**config.mk**
```make
export PLATFORM = sky130hd
export DESIGN_NAME = if_fetch_unit_flat
export DESIGN_NICKNAME = d
export VERILOG_FILES = /design/src/rtl/if_fetch_unit_pkg.sv /design/src/rtl/if_fetch_unit_if.sv /design/src/rtl/if_fetch_unit_hold_buffer.sv /design/src/rtl/if_fetch_unit.sv /design/src/flat_wrapper.sv
export SDC_FILE = /design/constraint.sdc
export NUM_CORES = 1
export LEC_CHECK = 0
export CAP_MARGIN = 15
export CORE_MARGIN = 1.5
export CORE_UTILIZATION = 40
export CTS_BUF_LIST = sky130_fd_sc_hd__clkbuf_16
export CTS_CLUSTER_DIAMETER = 40
export CTS_CLUSTER_SIZE = 14
export DETAILED_ROUTE_END_ITERATION = 7
export GPL_ROUTABILITY_DRIVEN = 0
export GPL_TIMING_DRIVEN = 0
export PLACE_DENSITY = 0.69
export SYNTH_ARGS = -nofsm -noshare
export SYNTH_HDL_FRONTEND = slang
export SYNTH_SLANG_ARGS = --single-unit
```
**constraint.sdc**
```tcl
create_clock -name clk -period 4.6 [get_ports clk]
set_clock_uncertainty 0.15 [all_clocks]
set_input_delay 0.92 -clock clk [delete_from_list [all_inputs] [get_ports clk]]
set_output_delay 0.92 -clock clk [all_outputs]
set_load 0.05 [all_outputs]
```
**src/rtl/if_fetch_unit_pkg.sv**
```systemverilog
// Shared types and defaults for the instruction fetch unit.
package if_fetch_unit_pkg;

  localparam int          XLEN_DEF     = 32;
  localparam logic [31:0] RESET_PC_DEF = 32'h0000_0000;
  localparam int          PC_INC       = 4;

  typedef enum logic [1:0] {
    S_IDLE = 2'd0,
    S_REQ  = 2'd1,
    S_WAIT = 2'd2,
    S_HOLD = 2'd3
  } state_e;

endpackage

```
**src/rtl/if_fetch_unit_if.sv**
```systemverilog
// Fetch unit bus: hazard/redirect controls, imem request/response, decode-stage entry.
interface if_fetch_unit_if
  import if_fetch_unit_pkg::*;
#(
  parameter int XLEN = XLEN_DEF
);

  logic            stall;
  logic            redirect_valid;
  logic [XLEN-1:0] redirect_pc;
  logic            imem_req_valid;
  logic            imem_req_ready;
  logic [XLEN-1:0] imem_req_addr;
  logic            imem_rsp_valid;
  logic [XLEN-1:0] imem_rsp_data;
  logic            fd_valid;
  logic [XLEN-1:0] fd_pc;
  logic [XLEN-1:0] fd_pc_plus4;
  logic [XLEN-1:0] fd_instr;

  modport master (
    input  stall, redirect_valid, redirect_pc,
    input  imem_req_ready, imem_rsp_valid, imem_rsp_data,
    output imem_req_valid, imem_req_addr,
    output fd_valid, fd_pc, fd_pc_plus4, fd_instr
  );

  modport slave (
    output stall, redirect_valid, redirect_pc,
    output imem_req_ready, imem_rsp_valid, imem_rsp_data,
    input  imem_req_valid, imem_req_addr,
    input  fd_valid, fd_pc, fd_pc_plus4, fd_instr
  );

endinterface

```
**src/rtl/if_fetch_unit_hold_buffer.sv**
```systemverilog
// One-entry instr/pc buffer that parks a response while decode is stalled.
module if_fetch_unit_hold_buffer
  import if_fetch_unit_pkg::*;
#(
  parameter int XLEN = XLEN_DEF
) (
  input  logic            clk,
  input  logic            rst,
  input  logic            load,
  input  logic            clr,
  input  logic [XLEN-1:0] instr_d,
  input  logic [XLEN-1:0] pc_d,
  output logic [XLEN-1:0] instr,
  output logic [XLEN-1:0] pc
);

  always_ff @(posedge clk or negedge rst) begin
    if (!rst) begin
      instr <= '0;
      pc    <= '0;
    end else if (clr) begin
      instr <= '0;
      pc    <= '0;
    end else if (load) begin
      instr <= instr_d;
      pc    <= pc_d;
    end
  end

endmodule

```
**src/rtl/if_fetch_unit.sv**
```systemverilog
// Fetch PC owner: single-outstanding imem requests feeding the decode-stage register.
module if_fetch_unit
  import if_fetch_unit_pkg::*;
#(
  parameter int              XLEN     = XLEN_DEF,
  parameter logic [XLEN-1:0] RESET_PC = RESET_PC_DEF
) (
  input  logic                  clk,
  input  logic                  rst,
  if_fetch_unit_if.master       bus
);

  state_e          state_q, state_d;
  logic [XLEN-1:0] pc_q, pc_d;
  logic            drop_q, drop_d;
  logic            deliver, from_hold, hold_load, hold_clr;
  logic [XLEN-1:0] hold_instr, hold_pc;
  logic [XLEN-1:0] redirect_tgt, pc_inc, deliver_pc, deliver_instr;
  logic            fd_valid_q;
  logic [XLEN-1:0] fd_pc_q, fd_pc_plus4_q, fd_instr_q;

  assign redirect_tgt = bus.redirect_pc & ~XLEN'(3);
  assign pc_inc       = pc_q + XLEN'(PC_INC);

  always_ff @(posedge clk or negedge rst) begin
    if (!rst) begin
      state_q <= S_IDLE;
      pc_q    <= RESET_PC;
      drop_q  <= 1'b0;
    end else begin
      state_q <= state_d;
      pc_q    <= pc_d;
      drop_q  <= drop_d;
    end
  end

  always_comb begin
    state_d   = state_q;
    pc_d      = pc_q;
    drop_d    = drop_q;
    deliver   = 1'b0;
    from_hold = 1'b0;
    hold_load = 1'b0;
    hold_clr  = 1'b0;
    if (bus.redirect_valid) begin
      // Redirect wins; a request already accepted must have its response discarded.
      pc_d = redirect_tgt;
      unique case (state_q)
        S_IDLE: state_d = S_REQ;
        S_REQ: begin
          if (bus.imem_req_ready) begin
            drop_d  = 1'b1;
            state_d = S_WAIT;
          end
        end
        S_WAIT: begin
          if (bus.imem_rsp_valid) begin
            drop_d  = 1'b0;
            state_d = S_REQ;
          end else begin
            drop_d = 1'b1;
          end
        end
        S_HOLD: begin
          hold_clr = 1'b1;
          state_d  = S_REQ;
        end
        default: state_d = S_IDLE;
      endcase
    end else begin
      unique case (state_q)
        S_IDLE: state_d = S_REQ;
        S_REQ: begin
          if (bus.imem_req_ready) state_d = S_WAIT;
        end
        S_WAIT: begin
          if (bus.imem_rsp_valid) begin
            if (drop_q) begin
              drop_d  = 1'b0;
              state_d = S_REQ;
            end else if (!bus.stall) begin
              deliver = 1'b1;
              pc_d    = pc_inc;
              state_d = S_REQ;
            end else begin
              hold_load = 1'b1;
              state_d   = S_HOLD;
            end
          end
        end
        S_HOLD: begin
          if (!bus.stall) begin
            deliver   = 1'b1;
            from_hold = 1'b1;
            pc_d      = pc_inc;
            state_d   = S_REQ;
          end
        end
        default: state_d = S_IDLE;
      endcase
    end
  end

  if_fetch_unit_hold_buffer #(.XLEN(XLEN)) u_hold (
    .clk     (clk),
    .rst     (rst),
    .load    (hold_load),
    .clr     (hold_clr),
    .instr_d (bus.imem_rsp_data),
    .pc_d    (pc_q),
    .instr   (hold_instr),
    .pc      (hold_pc)
  );

  assign deliver_pc    = from_hold ? hold_pc    : pc_q;
  assign deliver_instr = from_hold ? hold_instr : bus.imem_rsp_data;

  // Decode-stage register boundary
  always_ff @(posedge clk or negedge rst) begin
    if (!rst) begin
      fd_valid_q    <= 1'b0;
      fd_pc_q       <= '0;
      fd_pc_plus4_q <= '0;
      fd_instr_q    <= '0;
    end else if (bus.redirect_valid) begin
      fd_valid_q <= 1'b0;
    end else if (deliver) begin
      fd_valid_q    <= 1'b1;
      fd_pc_q       <= deliver_pc;
      fd_pc_plus4_q <= deliver_pc + XLEN'(PC_INC);
      fd_instr_q    <= deliver_instr;
    end else if (!bus.stall) begin
      fd_valid_q <= 1'b0;
    end
  end

  assign bus.imem_req_valid = (state_q == S_REQ);
  assign bus.imem_req_addr  = pc_q;
  assign bus.fd_valid       = fd_valid_q;
  assign bus.fd_pc          = fd_pc_q;
  assign bus.fd_pc_plus4    = fd_pc_plus4_q;
  assign bus.fd_instr       = fd_instr_q;

endmodule
```
**src/flat_wrapper.sv**
```systemverilog
// flat-port wrapper written by rule: the top's interface ports become plain ports
module if_fetch_unit_flat import if_fetch_unit_pkg::*;
#(
  parameter int              XLEN     = XLEN_DEF,
  parameter logic [XLEN-1:0] RESET_PC = RESET_PC_DEF
)
  (clk, rst, bus_stall, bus_redirect_valid, bus_redirect_pc, bus_imem_req_ready, bus_imem_rsp_valid, bus_imem_rsp_data, bus_imem_req_valid, bus_imem_req_addr, bus_fd_valid, bus_fd_pc, bus_fd_pc_plus4, bus_fd_instr);
  if_fetch_unit_if #(.XLEN(XLEN)) bus_i ();
  input  logic clk;
  input  logic rst;
  input wire logic [$bits(bus_i.stall)-1:0] bus_stall;
  input wire logic [$bits(bus_i.redirect_valid)-1:0] bus_redirect_valid;
  input wire logic [$bits(bus_i.redirect_pc)-1:0] bus_redirect_pc;
  input wire logic [$bits(bus_i.imem_req_ready)-1:0] bus_imem_req_ready;
  input wire logic [$bits(bus_i.imem_rsp_valid)-1:0] bus_imem_rsp_valid;
  input wire logic [$bits(bus_i.imem_rsp_data)-1:0] bus_imem_rsp_data;
  output wire logic [$bits(bus_i.imem_req_valid)-1:0] bus_imem_req_valid;
  output wire logic [$bits(bus_i.imem_req_addr)-1:0] bus_imem_req_addr;
  output wire logic [$bits(bus_i.fd_valid)-1:0] bus_fd_valid;
  output wire logic [$bits(bus_i.fd_pc)-1:0] bus_fd_pc;
  output wire logic [$bits(bus_i.fd_pc_plus4)-1:0] bus_fd_pc_plus4;
  output wire logic [$bits(bus_i.fd_instr)-1:0] bus_fd_instr;
  assign bus_i.stall = bus_stall;
  assign bus_i.redirect_valid = bus_redirect_valid;
  assign bus_i.redirect_pc = bus_redirect_pc;
  assign bus_i.imem_req_ready = bus_imem_req_ready;
  assign bus_i.imem_rsp_valid = bus_imem_rsp_valid;
  assign bus_i.imem_rsp_data = bus_imem_rsp_data;
  assign bus_imem_req_valid = bus_i.imem_req_valid;
  assign bus_imem_req_addr = bus_i.imem_req_addr;
  assign bus_fd_valid = bus_i.fd_valid;
  assign bus_fd_pc = bus_i.fd_pc;
  assign bus_fd_pc_plus4 = bus_i.fd_pc_plus4;
  assign bus_fd_instr = bus_i.fd_instr;
  if_fetch_unit #(.XLEN(XLEN), .RESET_PC(RESET_PC)) u_core (.clk(clk), .rst(rst), .bus(bus_i));
endmodule
```
# Word level (Yosys, flattened, before mapping)
# Index checks and enable logic that the tools add are counted.
# word_totals
latchBits	0
mem_bits_rw	0
romBits	0
in_bits	70
n_memories	0
regBits	196
elab_cells	75
out_inout_bits	130
# classes
addsub	2
bitwise_logic	1
n_eq_ne	9
n_mux	43
div	0
mul	0
order_cmp	0
shift	0
reduce_logical	11
# op_table
op	n
$mux 32	10
$add 32x3->32 const B	2
$pmux 32 s2	1
$mux 1	21
$mux 2	7
$ne 3x3->1 const B	4
$pmux 2 s4	1
$reduce_bool 2->1	4
$pmux 2 s3	1
$eq 2x2->1 const B	2
$pmux 1 s2	2
$reduce_and 2->1	2
$reduce_and 4->1	1
$ne 3x1->1 const B	1
$reduce_and 3->1	1
$reduce_bool 3->1	1
$eq 2x1->1 const B	1
$logic_not 2->1	1
$ne 2x2->1 const B	1
$reduce_or 2->1	1
$not 1->1	1

# Logic depth before layout (Yosys ltp)
# logic_depth
ltp_word	7
ltp_mapped	15

# Modules after synthesis
# From an unflattened synthesis, not the netlist that was laid out.
# unflattened
hier_cells	1009
hier_area_um2	9554.2
# by_module_without_submodules
mod	seq_area_each_um2	area_per_inst_um2	cells_per_inst	n_inst
if_fetch_unit	3203.1	6942.9	803	1
if_fetch_unit_hold_buffer	1601.5	2611.3	206	1

# Least setup slack after synthesis
# OpenSTA, ideal clock, no wires.
# synth_timing
path_type	input to register
from	input port bus_redirect_valid
to	register u_core.fd_pc_plus4_q[22] (netlist: u_core.bus.fd_pc_plus4[22])
setup_slack_ps	373
n_path_buf	4
t_arrival_ps	3950
path_stages	13
setup_time_ps	126
path_cell_list	buf_2 nor3b_2 buf_2 buf_2 buf_2 nand2_1 nand2_1 ha_1 nand4_1 or4bb_1 a222oi_1 a211oi_1 a221o_1
# synth_via
elab_chain_len	3
# synth_lines
element	line_no	rtl
from (decl)	flat_wrapper.sv:12	input wire logic [$bits(bus_i.redirect_valid)-1:0] bus_redirect_valid;
$mux 1	if_fetch_unit.sv:45	if (bus.redirect_valid) begin
$mux 32	if_fetch_unit.sv:115	assign deliver_pc = from_hold ? hold_pc : pc_q;
net u_core.deliver_pc[3]	if_fetch_unit.sv:18	logic [XLEN-1:0] redirect_tgt, pc_inc, deliver_pc, deliver_instr;
$add 32x3->32	if_fetch_unit.sv:130	fd_pc_plus4_q <= deliver_pc + XLEN'(PC_INC);
to (signal assigned)	if_fetch_unit.sv:130	
to (decl)	if_fetch_unit.sv:20	logic [XLEN-1:0] fd_pc_q, fd_pc_plus4_q, fd_instr_q;
# The timed path passes the listed nets, and every way through them passes these cells.
# A chain may end at the register's enable or synchronous reset.

# Worst setup path after layout
# Ends and elaborated chain as after synthesis.

==> impl_results.md <==
* Clock tree from TritonCTS: done
* Cell area after synthesis at 9400 sq um
* Fin crit period at 4.48 ns
* Setup ws final at 0.116 ns
* Cell family with most CP delay: buffers and inverters
* Multi-input gate area at 4260 sq um
* Final setup violating endpoints at 0
* Initial Util at 0.412
* Pin count of the biggest net entering global routing at 103
* WL/cell at 20.3 um
* Via count at 8366
* Insertion delay to the later sink of the worst-skew pair at 0.45 ns
* TritonRoute pass-1 iters at 5
* Root Driver: clkbuf_16
* CP max FO at 19
* Setup crit start kind: input pin
* Synth Register Bits at 190
* Max Slew Vio Count at 0
* Vias in the first global route at 8152
* Area Growth Syn to Fin at 32.5%
* Reg clk slew, reported paths at 0.07 ns
* Hold Path Class: input pin to asynchronous set/reset pin
* Run status: finished clean
* DRC at 0
* DP Worst Slack at -1.42 ns
* Reg2reg end: u_core.bus.fd_pc_plus4[22]
* Synth Area per Inst at 9.96 sq um
* Power Density at 580 nW/um^2
* FF+latch area at 4750 sq um
* Die ar. at 24400 sq um
* Final WL at 30300 um
* Crit path depth at 14
* Worst Setup EP: u_core.bus.fd_pc_plus4[22]
* Reg2Reg Depth at 15
* Max Cap Viol at 0
* Leakage at 5.46 nW
* Fin crit share at 0.975
* Worst slew pin tran at 1.03 ns
* Fillers at 2076
* Rel. slew slack at 0.315
* CP Capture Type: flop
* Num CTS Buffers at 17
* Final hold viol count at 0
* Worst Path Arrival at 4.66 ns
* Critical-path cell list: clkdlybuf4s50_1 -> buf_2 -> nor3b_4 -> buf_4 -> buf_4 -> nand2_1 -> nand2_1 -> ha_4 -> nand4_1 -> or4bb_1 -> a222oi_1 -> buf_4 -> a211oi_1 -> a221o_1
* Final #Nets at 1237
* Ys async rst share at 1.00
* Core area at 22800 sq um
* Peak supply drop at 0.278 mV
* Worst path max stage delay at 0.63 ns
* Register area share after synthesis at 0.506
* Clock Path Buffers at 2
* Hold_ws at 0.328 ns
* Die X at 156 um
* Slowest-stage cell, CP: or4bb_1
* EDFF count, synth at 0
* Num ports at 200
* Most common cell after layout, fill and taps aside: clkdlybuf4s50_1
* Gr usage total at 0.253
* Antenna-violating nets left at 0
* Setup crit start: bus_redirect_valid
* Yosys warns at 0
* Mapped Cells at 944
* Max frequency at 0.223 GHz
* Num rows at 55
* First-pass GRT wire length at 47000 um
* Initial DRC Count at 717
* Number of H-tree levels at 4
* CTS Hold Bufs at 0
* Distinct cells, synth at 65
* Initial antenna violation count at 2
* Most frequent cells in the layout: clkdlybuf4s50_1, dfrtp_1, nand2_1, o21ai_0, a22o_1
* Clk sinks at 190
* Prevailing post-synth register cell: dfrtp_1
* Die height at 156 um
* IO buf count at 194
* GRT overflow at 0
* R2r startpoint: u_core.state_q[0]
* Worst Path Class, Setup: input pin to flop
* Unrepaired setup endpoints after global routing: no
* Layout cells sized above 1 at 0.0604
* Post-DP HPWL at 22000 um
* Reg2Reg Setup Slack at 0.43 ns
* Worst EP required at 4.78 ns
* Buf/Inv on CP at 5
* Vias per std cell at 5.61
* Most used cell, CP: buf_4
[through the flow]
step	cell area, sq um	instances	util	TNS, ns	power (W)
final	12500	1490	0.545	0	0.00722
after CTS	12400	1489	0.545	0	0.00726
after floorplan	9410	945	-	0	0.00443
after detailed placement	11800	1453	0.515	-11.16	0.00566
after global placement	11700	1452	0.514	-1076.54	0.00561
after global routing	12500	1489	0.545	0	0.00754
[layout make-up]
class / instances / share of cell area
diodes: 2 / 0.000402
plain buffers: 82 / 0.0305
clock buffers: 17 / 0.0341
clock inverters: 15 / 0.0160
inverters: 9 / 0.00271
multi-input cells: 662 / 0.342
flip-flops and latches: 190 / 0.382
well taps: 313 / 0.0314
repair buffers: 200 / 0.161
[power breakdown]
part / internal, W / switching, W
Sequential: 0.00210 / 0.000291
Combinational: 0.00105 / 0.00219
Clock: 0.000877 / 0.000716
[metal layers]
layer | vias up | track usage | wire (um)
met5 | - | 0 | 0
met4 | 0 | 0.0934 | 820
met3 | 54 | 0.0529 | 2280
met2 | 375 | 0.387 | 13800
met1 | 4121 | 0.353 | 13400
li1 | 3816 | - | -
[worst min-delay path by stage]
stage	to	slack, ns
global route	u_core.bus.fd_instr[5]	0.35
global placement	u_core.bus.fd_pc_plus4[3]	0.31
detailed placement	u_core.bus.fd_pc_plus4[2]	0.31
CTS	u_core.bus.fd_pc_plus4[2]	0.33
finish	u_core.bus.fd_pc[24]	0.33
floorplan	u_core.u_hold.pc[1]	0.30
[registers in the layout (all words and copies together) (netlist names)]
register and count:
u_core.drop_q 1, u_core.state_q 2, u_core.u_hold.instr 32, u_core.bus.fd_instr 32, u_core.u_hold.pc 31, u_core.bus.fd_pc_plus4 31
u_core.bus.fd_pc 30, u_core.bus.fd_valid 1, u_core.bus.imem_req_addr 30
[repair_timing]
item	in CTS	in global routing
setup buffers	4	1
gates resized for setup	5	6
hold endpoints to repair	0	0
endpoints found under the setup margin	12	4
pin swaps	4	1
[cells in the mapped netlist, types with 6 or more instances]
master / instances / share of area
buf_1: 6 / 0.0024
inv_1: 9 / 0.0036
and2_1: 6 / 0.0040
nand4_1: 21 / 0.014
o31ai_1: 7 / 0.0056
nor2_1: 36 / 0.014
nand3_1: 21 / 0.011
nor3_1: 10 / 0.0053
buf_4: 6 / 0.0048
a22o_1: 66 / 0.061
buf_2: 14 / 0.0075
o21ai_0: 101 / 0.054
dfrtp_1: 190 / 0.51
clkbuf_1: 55 / 0.022
xnor2_1: 34 / 0.032
xor2_1: 14 / 0.013
mux2i_1: 62 / 0.066
nor4_1: 13 / 0.0086
a21oi_1: 12 / 0.0064
nand2_1: 149 / 0.059
and3_1: 18 / 0.012
and4_1: 9 / 0.0084
[logic make-up (layout without fill, tap and decap cells)]
family | after synthesis | in the layout | synth area share
compound gates | 234 | 234 | 0.170
simple gates | 308 | 308 | 0.159
other cells | 1 | 4 | 0.000399
xor+xnor | 48 | 48 | 0.0447
buf+inv | 93 | 323 | 0.0438
fa+ha+maj | 5 | 5 | 0.00665
mux | 65 | 65 | 0.0696
flops | 190 | 190 | 0.506
(Power assumes the default switching activity.)
